==> config.mk <==
export PLATFORM = sky130hd
export DESIGN_NAME = muldiv_unit
export DESIGN_NICKNAME = d
export VERILOG_FILES = /design/src/rtl/muldiv_unit.sv
export SDC_FILE = /design/constraint.sdc
export NUM_CORES = 1
export LEC_CHECK = 0
export ABC_AREA = 1
export BUFFER_PORTS_ARGS = -buffer_cell sky130_fd_sc_hd__buf_2
export CORE_MARGIN = 4
export CORE_UTILIZATION = 40
export DETAILED_ROUTE_END_ITERATION = 12
export PLACE_DENSITY = 0.64
export SETUP_SLACK_MARGIN = 0.2
export SYNTH_ARGS = -nofsm -noshare
export SYNTH_HDL_FRONTEND = slang
export SYNTH_SLANG_ARGS = --single-unit
==> constraint.sdc <==
create_clock -name clk -period 6.5 [get_ports clk]
set_input_delay 0.325 -clock clk [delete_from_list [all_inputs] [get_ports clk]]
set_output_delay 0.325 -clock clk [all_outputs]
set_load 0.01 [all_outputs]
==> src/rtl/muldiv_unit.sv <==
// muldiv_unit: 32-bit MULT/MULTU/DIV/DIVU unit for the EX stage.
// Radix-2 shift-add multiply and restoring divide on operand magnitudes.
// Signs are applied when the last iteration completes.
// Build option: define MULDIV_FAST_MUL_EN so that MULT/MULTU use a single-cycle
// 32x32 multiplier and finish after one BUSY cycle. Division always takes 32 iterations.
module muldiv_unit (
    input  logic        clk,
    input  logic        rst,
    input  logic        start,
    input  logic [1:0]  op,
    input  logic [31:0] a,
    input  logic [31:0] b,
    input  logic        cancel,
    output logic        stall_req,
    output logic        done,
    output logic [31:0] hi,
    output logic [31:0] lo
);
    localparam int unsigned XLEN      = 32;
    localparam int unsigned ACCW      = 2 * XLEN;
    localparam int unsigned CNTW      = 6;
    localparam int unsigned LAST_ITER = 31;

    typedef enum logic [1:0] {
        S_IDLE = 2'd0,
        S_BUSY = 2'd1,
        S_DONE = 2'd2
    } state_e;

    state_e            state_q, state_d;
    logic [CNTW-1:0]   cnt_q, cnt_d;
    logic              is_div_q, is_div_d;
    logic [XLEN-1:0]   a_q, a_d;          // raw dividend, returned in hi on divide-by-zero
    logic [XLEN-1:0]   bmag_q, bmag_d;    // |b|
    logic [ACCW-1:0]   acc_q, acc_d;      // {partial product | remainder, multiplier | quotient}
    logic              neg_lo_q, neg_lo_d;
    logic              neg_hi_q, neg_hi_d;
    logic [XLEN-1:0]   hi_q, hi_d;
    logic [XLEN-1:0]   lo_q, lo_d;
    logic              done_q, done_d;
    logic              cancel_q;

    logic              sgn_c;
    logic [XLEN-1:0]   amag_c, bmag_c;
    logic [XLEN:0]     mul_sum_c;
    logic [XLEN:0]     div_try_c;
    logic              div_ge_c;
    logic [XLEN-1:0]   div_rem_c;
    logic [ACCW-1:0]   acc_step_c;
    logic [ACCW-1:0]   prod_c;
    logic              fast_mul_c;
    logic              last_c;
    logic [XLEN-1:0]   res_hi_c, res_lo_c;

    // Operand magnitudes; |-2^31| = 2^31 still fits an unsigned 32-bit value.
    always_comb begin
        sgn_c  = ~op[0];
        amag_c = (sgn_c && a[XLEN-1]) ? XLEN'(~a + XLEN'(1)) : a;
        bmag_c = (sgn_c && b[XLEN-1]) ? XLEN'(~b + XLEN'(1)) : b;
    end

    // One radix-2 iteration of multiply or divide, plus final sign fix-up.
    always_comb begin
        mul_sum_c = {1'b0, acc_q[ACCW-1:XLEN]} + (acc_q[0] ? {1'b0, bmag_q} : '0);
        div_try_c = {acc_q[ACCW-1:XLEN], acc_q[XLEN-1]};
        div_ge_c  = div_try_c >= {1'b0, bmag_q};
        div_rem_c = div_ge_c ? XLEN'(div_try_c - {1'b0, bmag_q}) : XLEN'(div_try_c);

`ifdef MULDIV_FAST_MUL_EN
        fast_mul_c = ~is_div_q;
`else
        fast_mul_c = 1'b0;
`endif

        if (is_div_q) begin
            acc_step_c = {div_rem_c, acc_q[XLEN-2:0], div_ge_c};
        end else begin
            acc_step_c = {mul_sum_c, acc_q[XLEN-1:1]};
`ifdef MULDIV_FAST_MUL_EN
            acc_step_c = ACCW'(ACCW'(acc_q[XLEN-1:0]) * ACCW'(bmag_q));
`endif
        end

        last_c = fast_mul_c || (cnt_q == CNTW'(LAST_ITER));

        prod_c = neg_lo_q ? ACCW'(~acc_step_c + ACCW'(1)) : acc_step_c;
        if (!is_div_q) begin
            res_hi_c = prod_c[ACCW-1:XLEN];
            res_lo_c = prod_c[XLEN-1:0];
        end else if (bmag_q == '0) begin
            res_hi_c = a_q;
            res_lo_c = '1;
        end else begin
            res_lo_c = neg_lo_q ? XLEN'(~acc_step_c[XLEN-1:0] + XLEN'(1)) : acc_step_c[XLEN-1:0];
            res_hi_c = neg_hi_q ? XLEN'(~acc_step_c[ACCW-1:XLEN] + XLEN'(1)) : acc_step_c[ACCW-1:XLEN];
        end
    end

    // Next-state, datapath load and stall request.
    always_comb begin
        state_d   = state_q;
        cnt_d     = cnt_q;
        is_div_d  = is_div_q;
        a_d       = a_q;
        bmag_d    = bmag_q;
        acc_d     = acc_q;
        neg_lo_d  = neg_lo_q;
        neg_hi_d  = neg_hi_q;
        hi_d      = hi_q;
        lo_d      = lo_q;
        done_d    = 1'b0;
        stall_req = 1'b0;

        unique case (state_q)
            S_IDLE: begin
                // The cycle after a flush never accepts, so the stall stays low there.
                if (start && !cancel && !cancel_q) begin
                    stall_req = 1'b1;
                    state_d   = S_BUSY;
                    cnt_d     = '0;
                    is_div_d  = op[1];
                    a_d       = a;
                    bmag_d    = bmag_c;
                    acc_d     = {{XLEN{1'b0}}, amag_c};
                    neg_lo_d  = sgn_c & (a[XLEN-1] ^ b[XLEN-1]);
                    neg_hi_d  = sgn_c & a[XLEN-1];
                end
            end
            S_BUSY: begin
                stall_req = 1'b1;
                if (cancel) begin
                    state_d = S_IDLE;
                end else begin
                    acc_d = acc_step_c;
                    cnt_d = cnt_q + CNTW'(1);
                    if (last_c) begin
                        state_d = S_DONE;
                        done_d  = 1'b1;
                        hi_d    = res_hi_c;
                        lo_d    = res_lo_c;
                    end
                end
            end
            S_DONE: begin
                stall_req = 1'b1;
                state_d   = S_IDLE;
            end
            default: begin
                state_d = S_IDLE;
            end
        endcase
    end

    // State and datapath registers, synchronous reset.
    always_ff @(posedge clk) begin
        if (rst) begin
            state_q  <= S_IDLE;
            cnt_q    <= '0;
            is_div_q <= 1'b0;
            a_q      <= '0;
            bmag_q   <= '0;
            acc_q    <= '0;
            neg_lo_q <= 1'b0;
            neg_hi_q <= 1'b0;
            hi_q     <= '0;
            lo_q     <= '0;
            done_q   <= 1'b0;
            cancel_q <= 1'b0;
        end else begin
            state_q  <= state_d;
            cnt_q    <= cnt_d;
            is_div_q <= is_div_d;
            a_q      <= a_d;
            bmag_q   <= bmag_d;
            acc_q    <= acc_d;
            neg_lo_q <= neg_lo_d;
            neg_hi_q <= neg_hi_d;
            hi_q     <= hi_d;
            lo_q     <= lo_d;
            done_q   <= done_d;
            cancel_q <= cancel;
        end
    end

    assign done = done_q;
    assign hi   = hi_q;
    assign lo   = lo_q;

endmodule
==> results.py, run 1 <==
metrics = {
    "synth": {
        "syn_nets": 3326,
        "syn_area_per_cell_um2": 5.82,
        "yosysWarnings": 0,
        "synth_compound_area_share_pct": 18.6,
        "synth_top_area_share_pct": 22.2,
        "yosysSeqAreaShare_pct": 22.2,
        "yosysTopAreaCell": "dfxtp_1",
        "yosys.area_share.simple_pct": 37.1,
        "muxShareOfSynthArea_pct": 0.162,
        "synth-async-reset-ratio_pct": 0,
        "synth_edf_count": 0,
        "synth_top_family_by_area": "simple AND/OR/NAND/NOR gates",
        "synthTopCellsByArea": "dfxtp_1 (22%), nand2_1 (17%), inv_1 (9.3%)",
        "synth_xor_area_share_pct": 4.21,
        "synth-seq-cells": 205,
        "syn-cell-area_um2": 18500,
        "synth_fa_ha_area_share_pct": 5.08,
        "ys_types": 60,
        "synthCells": 3182,
        "synth_flop_cell": "dfxtp_1",
    },
    "routing": {
        "drcViolationCount": 0,
        "ant_nets": 0,
        "wl_per_cell_um": 18.9,
        "first_iter_violations": 2024,
        "drt-pass1-iter-count": 6,
        "vias": 20900,
        "drt-total-wl_mm": 72.9,
        "post_drt_via_cell_ratio": 5.42,
    },
    "placed_design": {
        "hpwl_mm": 56.9,
        "place_area_um2": 19600,
        "pre_cts_ws_ns": 1.60,
        "place_congestion": 0.998,
        "io_buffers": 135,
    },
    "cells_and_area": {
        "area_growth_pct": 10.6,
        "final_nets": 3385,
        "fin_area_um2": 20500,
        "drive_gt1_share_pct": 10.3,
    },
    "critical_path": {
        "crit_slowest_cell": "dfxtp_1",
        "critical_path_required_ns": 6.95,
        "crit_arrival_ns": 5.48,
        "crit_top_cell": "nand2_1",
        "cp-end-kind": "flip-flop",
        "critPathMaxFanout": 37,
        "start_kind": "flip-flop",
        "cp_num_buf_inv": 3,
        "cp_slowest_stage_delay_ns": 0.38,
        "path_class": "reg -> reg",
        "crit_family": "simple AND/OR/NAND/NOR gates",
    },
    "cts": {
        "cts_max_level": 1,
        "cts_tree": "done",
        "clk_pin_slew_ns": 0.06,
        "cts-hold-fix-buffers": 0,
        "cts_resized": 0,
        "cts_root_buf": "clkbuf_16",
        "insertion_delay_ns": 0.56,
        "cts.sinks": 205,
        "numCtsBuffers": 25,
        "clockBufferDepth": 3,
        "post_cts.repair.setup_buffers": 0,
    },
    "timing": {
        "fmax_mhz": 199,
        "maxSlewViolCount": 0,
        "finalSetupViolCount": 0,
        "maxSlewHeadroom_pct": 28.9,
        "tightest_slew_ns": 1.06,
        "fin_setup_tns_ns": 0,
        "period_share_pct": 77.5,
        "fin_ws_ns": 1.46,
        "rsz0062_at_grt": "false",
        "hold_viol_final": 0,
        "post-route-min-period_ns": 5.04,
        "skew_ns": 0.0232,
    },
    "floorplan": {
        "core-area_um2": 45600,
        "die_y_um": 223,
        "die_area_um2": 49800,
        "io_pins": 136,
        "core.rowCount": 78,
        "die_x_um": 223,
        "start_util_pct": 40.6,
    },
    "power_and_ir_drop": {
        "switching_power_uw": 1630,
        "total_power_uw": 4260,
        "internal_power_uw": 2630,
        "ir_drop_mv": 0.213,
        "swShare_pct": 38.2,
        "pwr-share-comb_pct": 32.1,
        "p_seq_share_pct": 32.0,
        "cellLeakagePower_uw": 0.0105,
        "power.clock.fraction_pct": 36.0,
        "cellPowerDensity_nw_per_um2": 208,
    },
    "run_status": {
        "run_status": "finished, final reports clean",
    },
    "flow_run": {
        "drv_cap": 0,
    },
    "global_route": {
        "grt_pass1_wl_mm": 111,
        "grt_max_degree": 89,
        "track_usage_pct": 28.0,
        "antenna_found_initial": 2,
        "grt.overflow.total": 0,
        "grt_pass1_vias": 19100,
    },
    "min_path": {
        "hold_class": "in -> reg",
    },
}
tightest hold or removal path, cell delays in order:
cell and delay, ns:
buf_2 0.11, inv_1 0.05, nor2_1 0.03
cell type report:
type / instances / area, um2
diodes: 1 / 2.50
flip-flops and latches: 205 / 4110
fillers: 5082 / 25100
clock inverters: 14 / 205
clock buffers: 31 / 668
repair buffers: 157 / 841
inverters: 485 / 1820
multi-input cells: 2367 / 12100
well taps: 600 / 751
cell families after synthesis:
kind of cell,after synthesis
mux,3
buf+inv,610
flops,205
compound gates,623
fa+ha+maj,74
xor+xnor,89
simple gates,1578
placed cells by master, fill, tap and decap left out, types with 23 or more instances in the layout:
cell and n:
nor3_1 43, clkbuf_16 25, inv_2 23, xor2_1 71, o221ai_1 30, inv_1 460
nand3_1 230, o21ai_0 236, ha_1 72, dfxtp_1 203, buf_2 135, nand2_1 854
nand2_2 26, a21oi_1 252, nor2_1 269, nand4_1 38, nor2_2 29, o21ai_1 23
state kept, by name, indices dropped and copies added (netlist names), 2 cells and up:
signal	count
cnt_q	6
acc_q	64
lo	32
bmag_q	32
state_q	2
a_q	32
hi	32
routing by layer:
layer / GRT usage [%] / up-vias / share of wire (%)
met5: 0 / - / 0
met4: 9.03 / 0 / 3.6
met3: 6.00 / 129 / 9.1
met2: 43.4 / 851 / 43
met1: 38.8 / 9536 / 44
li1: - / 10400 / -
path summary, 6_finish.rpt:
check,cells after the start,start,endpoint,slack (ns)
setup / recovery,29,bmag_q[29],hi[22],1.46
hold / removal,3,cancel,cancel_q,0.02
setup reg to reg,29,bmag_q[29],hi[22],1.46
hold reg to reg,2,a_q[30],a_q[30],0.46
power by group through the flow:
stage          logic (uW)  clock network [uW]  registers [uW]
3_5_place_dp         1330                   0            1390
5_1_grt              1510                1600            1370
6_report             1370                1530            1360
4_1_cts              1340                1550            1360
2_1_floorplan         946                   0            1370
3_3_place_gp         1340                   0            1390
Yosys cell counts, types with 18 or more instances:
cell type and n:
xor2_1 71, or2_2 22, clkbuf_1 91, nand2_1 854
ha_1 72, nand4_1 38, nor3_1 43, nor2_2 28
nand3_1 231, nor2_1 271, nand2_2 26, a21oi_1 253
xnor2_1 18, inv_2 23, inv_1 460, o21ai_1 23
dfxtp_1 205, o21ai_0 236, o21a_1 20, o221ai_1 30
metrics by stage:
step,hold slack (ns),utilization (%),cells
detailed placement,0.448,43.0,3814
finish,0.0159,45.0,3860
CTS,0.00311,45.0,3859
global route,0.0321,45.0,3860
floorplan,0.425,-,3182
global placement,0.442,43.0,3814
Power figures use the tool's default switching activity.
==> run 2: changes to the inputs <==
==> constraint.sdc (replaced) <==
create_clock -name clk -period 4.9 [get_ports clk]
set_input_delay 0.245 -clock clk [delete_from_list [all_inputs] [get_ports clk]]
set_output_delay 0.245 -clock clk [all_outputs]
set_load 0.01 [all_outputs]
==> run 2 against run 1 <==
Net effect:
- die area did not move
- total power rose by 30%
- first-iteration DRC count rose by 8.8%
- critical path depth fell by 1
==> results.py, run 2 (synthesis results as in run 1) <==
metrics = {
    "timing": {
        "fin_ws_ns": 0.596,
        "finalSetupViolCount": 0,
        "skew_ns": 0.0141,
        "tightest_slew_ns": 0.962,
        "post-route-min-period_ns": 4.30,
        "period_share_pct": 87.8,
        "maxSlewHeadroom_pct": 35.8,
        "maxSlewViolCount": 0,
        "fin_setup_tns_ns": 0,
        "fmax_mhz": 232,
        "hold_viol_final": 0,
        "rsz0062_at_grt": "false",
    },
    "cts": {
        "numCtsBuffers": 27,
        "cts_max_level": 1,
        "cts_root_buf": "clkbuf_16",
        "clk_pin_slew_ns": 0.06,
        "clockBufferDepth": 3,
        "cts.sinks": 205,
        "insertion_delay_ns": 0.56,
        "cts_tree": "done",
    },
    "critical_path": {
        "cp-end-kind": "flip-flop",
        "r2r_slack_ns": 0.60,
        "ff2ff_path_depth": 28,
        "crit_family": "simple AND/OR/NAND/NOR gates",
        "crit_slowest_cell": "dfxtp_1",
        "reg2reg_to": "hi[26]",
        "crit_arrival_ns": 4.76,
        "critPathMaxFanout": 9,
        "crit_path_start": "acc_q[60]",
        "cp_slowest_stage_delay_ns": 0.47,
        "crit_top_cell": "nand2_1",
        "crit_end": "hi[26]",
        "rr_startpoint": "acc_q[60]",
        "path_class": "reg -> reg",
        "critical_path_required_ns": 5.35,
        "start_kind": "flip-flop",
        "cp_num_buf_inv": 2,
        "cp_num_cells": 28,
    },
    "cells_and_area": {
        "final_common_cell": "nand2_1",
        "multi_input_area_um2": 12100,
        "stdcell_count": 3878,
        "final_nets": 3402,
        "nFillCells": 5003,
        "area.sequential_um2": 4110,
        "largest-register": "acc_q",
        "drive_gt1_share_pct": 10.5,
        "fin_area_um2": 20600,
        "largest_register_ffs": 64,
        "final_cell_mix": "nand2_1 (854), inv_1 (460), nor2_1 (269)",
        "area_growth_pct": 11.4,
    },
    "power_and_ir_drop": {
        "cellPowerDensity_nw_per_um2": 268,
        "cellLeakagePower_uw": 0.0106,
        "ir_drop_mv": 0.243,
    },
    "placed_design": {
        "hpwl_mm": 56.1,
        "place_area_um2": 19700,
        "io_buffers": 135,
        "place_congestion": 1.01,
        "dp_cells": 3821,
        "pre_cts_ws_ns": 0.518,
    },
    "routing": {
        "drt-met1-wl_mm": 32.8,
        "drt-total-wl_mm": 72.5,
        "wl_per_cell_um": 18.7,
        "met3_length_mm": 5.90,
        "drt-pass1-iter-count": 6,
        "drcViolationCount": 0,
        "wl_met2_mm": 31.8,
        "top_layer_used": "met4",
        "vias": 21100,
        "ant_nets": 0,
        "first_iter_violations": 2202,
        "post_drt_via_cell_ratio": 5.45,
    },
    "global_route": {
        "grt_max_degree": 120,
        "grt_pass1_vias": 18900,
        "grt.overflow.total": 0,
        "track_usage_pct": 27.7,
        "antenna_found_initial": 2,
        "grt_pass1_wl_mm": 111,
    },
    "run_status": {
        "run_status": "finished, final reports clean",
    },
    "min_path": {
        "hold_class": "in -> reg",
    },
    "floorplan": {
        "die_area_um2": 49800,
        "core-area_um2": 45600,
        "io_pins": 136,
        "die_y_um": 223,
        "start_util_pct": 40.6,
        "die_x_um": 223,
        "core.rowCount": 78,
    },
    "flow_run": {
        "drv_cap": 0,
    },
}
==> run 2: cell count changes in the layout (fill, tap and decap cells not counted), sizes merged <==
cell         before  now
buf             157  166
bufinv            5    0
clkbuf           31   42
clkinv            7    5
dlygate4sd3       0    6
inv             486  485
==> run 2: how the worst min path moves through the flow <==
stage	start	end	slack, ns	cells after the start
2_1_floorplan	cancel	cancel_q	0.35	2
3_3_place_gp	a_q[18]	a_q[18]	0.45	2
3_5_place_dp	a_q[25]	a_q[25]	0.45	2
4_1_cts	a[1]	a_q[1]	0.002	3
5_1_grt	b[11]	bmag_q[11]	0.02	3
6_report	b[7]	bmag_q[7]	0.02	3
==> run 2: metal layers <==
metal / vias to the layer above / global-route usage [%]
met2: 939 / 43.6
met1: 9637 / 40.4
met4: 0 / 7.02
li1: 10400 / -
met5: - / 0
met3: 109 / 3.26
==> run 2: worst register-to-register path: cells and delay by family, from the launching register on <==
kind                     cells  cell delay, ns
AO/OA/AOI/OAI                3            0.41
adder cells (fa/ha/maj)      2            0.52
buffers and inverters        2            0.25
flip-flops                   1            0.47
AND/OR/NAND/NOR             21            2.55
==> run 2: power breakdown <==
part / total, uW / switching [uW] / internal, uW
Clock: 1900 / 800 / 1100
Combinational: 1820 / 1290 / 530
Sequential: 1810 / 61.1 / 1750
==> run 2: what timing repair did <==
item	CTS	global route
setup endpoints to repair	0	9
hold endpoints to repair	6	0
hold buffers	6	0
buffers inserted	0	2
gates resized for setup	0	7
==> run 2: per-stage QoR <==
| step | hold slack (ns) | util (%) | total power (uW) |
|---|---|---|---|
| after floorplan | 0.352 | - | 3070 |
| after global placement | 0.445 | 43.2 | 3600 |
| after detailed placement | 0.449 | 43.2 | 3590 |
| after CTS | 0.00203 | 45.2 | 5500 |
| after global routing | 0.0198 | 45.3 | 5820 |
| final | 0.0232 | 45.3 | 5530 |
==> run 2: area by class of cell <==
class | instances | area share (%)
Tap cell | 600 | 3.64
Antenna cell | 1 | 0.0121
Timing Repair Buffer | 172 | 4.82
Multi-Input combinational cell | 2367 | 58.8
Inverter | 485 | 8.84
Clock buffer | 42 | 3.84
Sequential cell | 205 | 19.9
Clock inverter | 6 | 0.176
==> run 3: changes to the inputs <==
==> constraint.sdc (replaced) <==
create_clock -name clk -period 4.9 [get_ports clk]
set_input_delay 0.49 -clock clk [delete_from_list [all_inputs] [get_ports clk]]
set_output_delay 0.49 -clock clk [all_outputs]
set_load 0.01 [all_outputs]
==> run 3 against run 2 <==
Net effect:
- design area is 0.38% higher
- combinational power hardly changed
- core utilization is 0.17 points higher
- worst hold slack better by 0.13 ns
- sequential power hardly changed
- largest cell class unchanged
- first-iteration DRC count is 1.9% higher
==> results.py, run 3 (synthesis results as in run 1) <==
metrics = {
    "min_path": {
        "hold_end": "cancel_q",
        "hold_class": "in -> reg",
        "holdPathStages": 3,
        "hold_start": "cancel",
    },
    "critical_path": {
        "ff2ff_path_depth": 29,
        "crit_top_cell": "nand2_1",
        "crit_family": "simple AND/OR/NAND/NOR gates",
        "cp_num_buf_inv": 3,
        "reg2reg_to": "hi[26]",
        "r2r_slack_ns": 0.51,
        "cp_slowest_stage_delay_ns": 0.39,
        "crit_arrival_ns": 4.85,
        "start_kind": "flip-flop",
        "path_class": "reg -> reg",
        "rr_startpoint": "bmag_q[29]",
        "critPathMaxFanout": 19,
        "crit_slowest_cell": "dfxtp_2",
        "cp-end-kind": "flip-flop",
        "critical_path_required_ns": 5.36,
    },
    "cells_and_area": {
        "final_cell_mix": "nand2_1 (854), inv_1 (460), nor2_1 (269)",
        "largest_register_ffs": 64,
        "final_common_cell": "nand2_1",
        "drive_gt1_share_pct": 10.9,
        "final_nets": 3404,
        "area_growth_pct": 11.8,
        "largest-register": "acc_q",
    },
    "timing": {
        "period_share_pct": 89.7,
        "post-route-min-period_ns": 4.39,
        "fin_setup_tns_ns": 0,
        "maxSlewViolCount": 0,
        "skew_ns": 0.0187,
        "finalSetupViolCount": 0,
        "fmax_mhz": 228,
        "tightest_slew_ns": 0.902,
        "maxSlewHeadroom_pct": 39.8,
        "rsz0062_at_grt": "true",
        "hold_viol_final": 0,
    },
    "cts": {
        "numCtsBuffers": 27,
        "clk_pin_slew_ns": 0.06,
        "cts_tree": "done",
        "cts.sinks": 205,
        "cts_root_buf": "clkbuf_16",
        "cts_max_level": 1,
        "insertion_delay_ns": 0.58,
        "clockBufferDepth": 3,
    },
    "global_route": {
        "track_usage_pct": 28.6,
        "grt.overflow.total": 0,
        "grt_pass1_vias": 19200,
        "grt_pass1_wl_mm": 113,
        "antenna_found_initial": 1,
        "grt_max_degree": 77,
    },
    "run_status": {
        "run_status": "finished, final reports clean",
    },
    "routing": {
        "wl_per_cell_um": 19.0,
        "ant_nets": 0,
        "drcViolationCount": 0,
        "drt-total-wl_mm": 73.9,
        "vias": 20800,
        "post_drt_via_cell_ratio": 5.36,
        "first_iter_violations": 2243,
        "drt-pass1-iter-count": 6,
    },
    "flow_run": {
        "drv_cap": 0,
    },
    "floorplan": {
        "core-area_um2": 45600,
        "die_area_um2": 49800,
        "core.rowCount": 78,
        "die_x_um": 223,
        "die_y_um": 223,
        "io_pins": 136,
        "start_util_pct": 40.6,
    },
    "placed_design": {
        "place_congestion": 1.00,
        "io_buffers": 135,
        "hpwl_mm": 58.0,
    },
    "power_and_ir_drop": {
        "ir_drop_mv": 0.260,
        "cellPowerDensity_nw_per_um2": 279,
        "cellLeakagePower_uw": 0.0106,
        "total_power_uw": 5770,
    },
}
-- run 3: cell types whose count changed in the layout (fill, tap and decap cells not counted), sizes merged --
| cell | delta |
|---|---|
| dlygate4sd3 | -6 |
| bufinv | +3 |
| buf | +8 |
| clkinvlp | -1 |
-- run 3: through the flow --
stage / instances / utilization [%] / cell area [um2] / worst slack, ns / hold slack [ns]
CTS: 3879 / 45.3 / 20700 / 0.425 / 0.141
floorplan: 3182 / - / 18500 / 1.28 / 0.425
finish: 3882 / 45.4 / 20700 / 0.507 / 0.158
detailed placement: 3829 / 43.3 / 19700 / 0.449 / 0.449
global placement: 3829 / 43.3 / 19700 / 0.510 / 0.445
global route: 3882 / 45.4 / 20700 / 0.173 / 0.171
-- run 3: timing repair --
item                                    4_1_cts  5_1_grt
hold buffers                                  0        0
setup buffers                                 0        2
gates resized for setup                       0        5
endpoints found under the setup margin        0       13
-- run 3: worst max-delay path by stage --
stage               start     end  slack, ns  cells past startpoint
5_1_grt        bmag_q[29]  hi[26]       0.17                     29
3_5_place_dp   bmag_q[29]  hi[26]       0.45                     29
2_1_floorplan  bmag_q[28]  hi[22]       1.28                     27
4_1_cts        bmag_q[29]  hi[26]       0.42                     29
6_report       bmag_q[29]  hi[26]       0.51                     29
3_3_place_gp   bmag_q[29]  hi[22]       0.51                     29
-- run 3: per-layer routing --
| metal | global-route usage (%) | part of all wire (%) | vias to the layer above |
|---|---|---|---|
| li1 | - | - | 10500 |
| met5 | 0 | 0 | - |
| met4 | 8.55 | 3.3 | 0 |
| met3 | 6.50 | 9.8 | 117 |
| met2 | 43.7 | 43 | 845 |
| met1 | 40.3 | 44 | 9384 |
-- run 3: power by group --
group | switching [uW] | total (uW) | internal, uW
clock network | 828 | 2130 | 1300
logic | 1300 | 1820 | 527
registers | 70.6 | 1820 | 1750
-- run 3: cell type report --
cell class | instances | area, um2
fill | 4986 | 24900
multi-input combinational | 2367 | 12100
sequential | 205 | 4110
inverter | 485 | 1820
timing repair buffer | 174 | 968
clock buffer | 42 | 822
tap | 600 | 751
clock inverter | 8 | 119
antenna | 1 | 2.50
-- run 3: tightest hold or removal path: stages --
cell and delay [ns]:
buf_2 0.11, inv_1 0.05, nor2_1 0.03
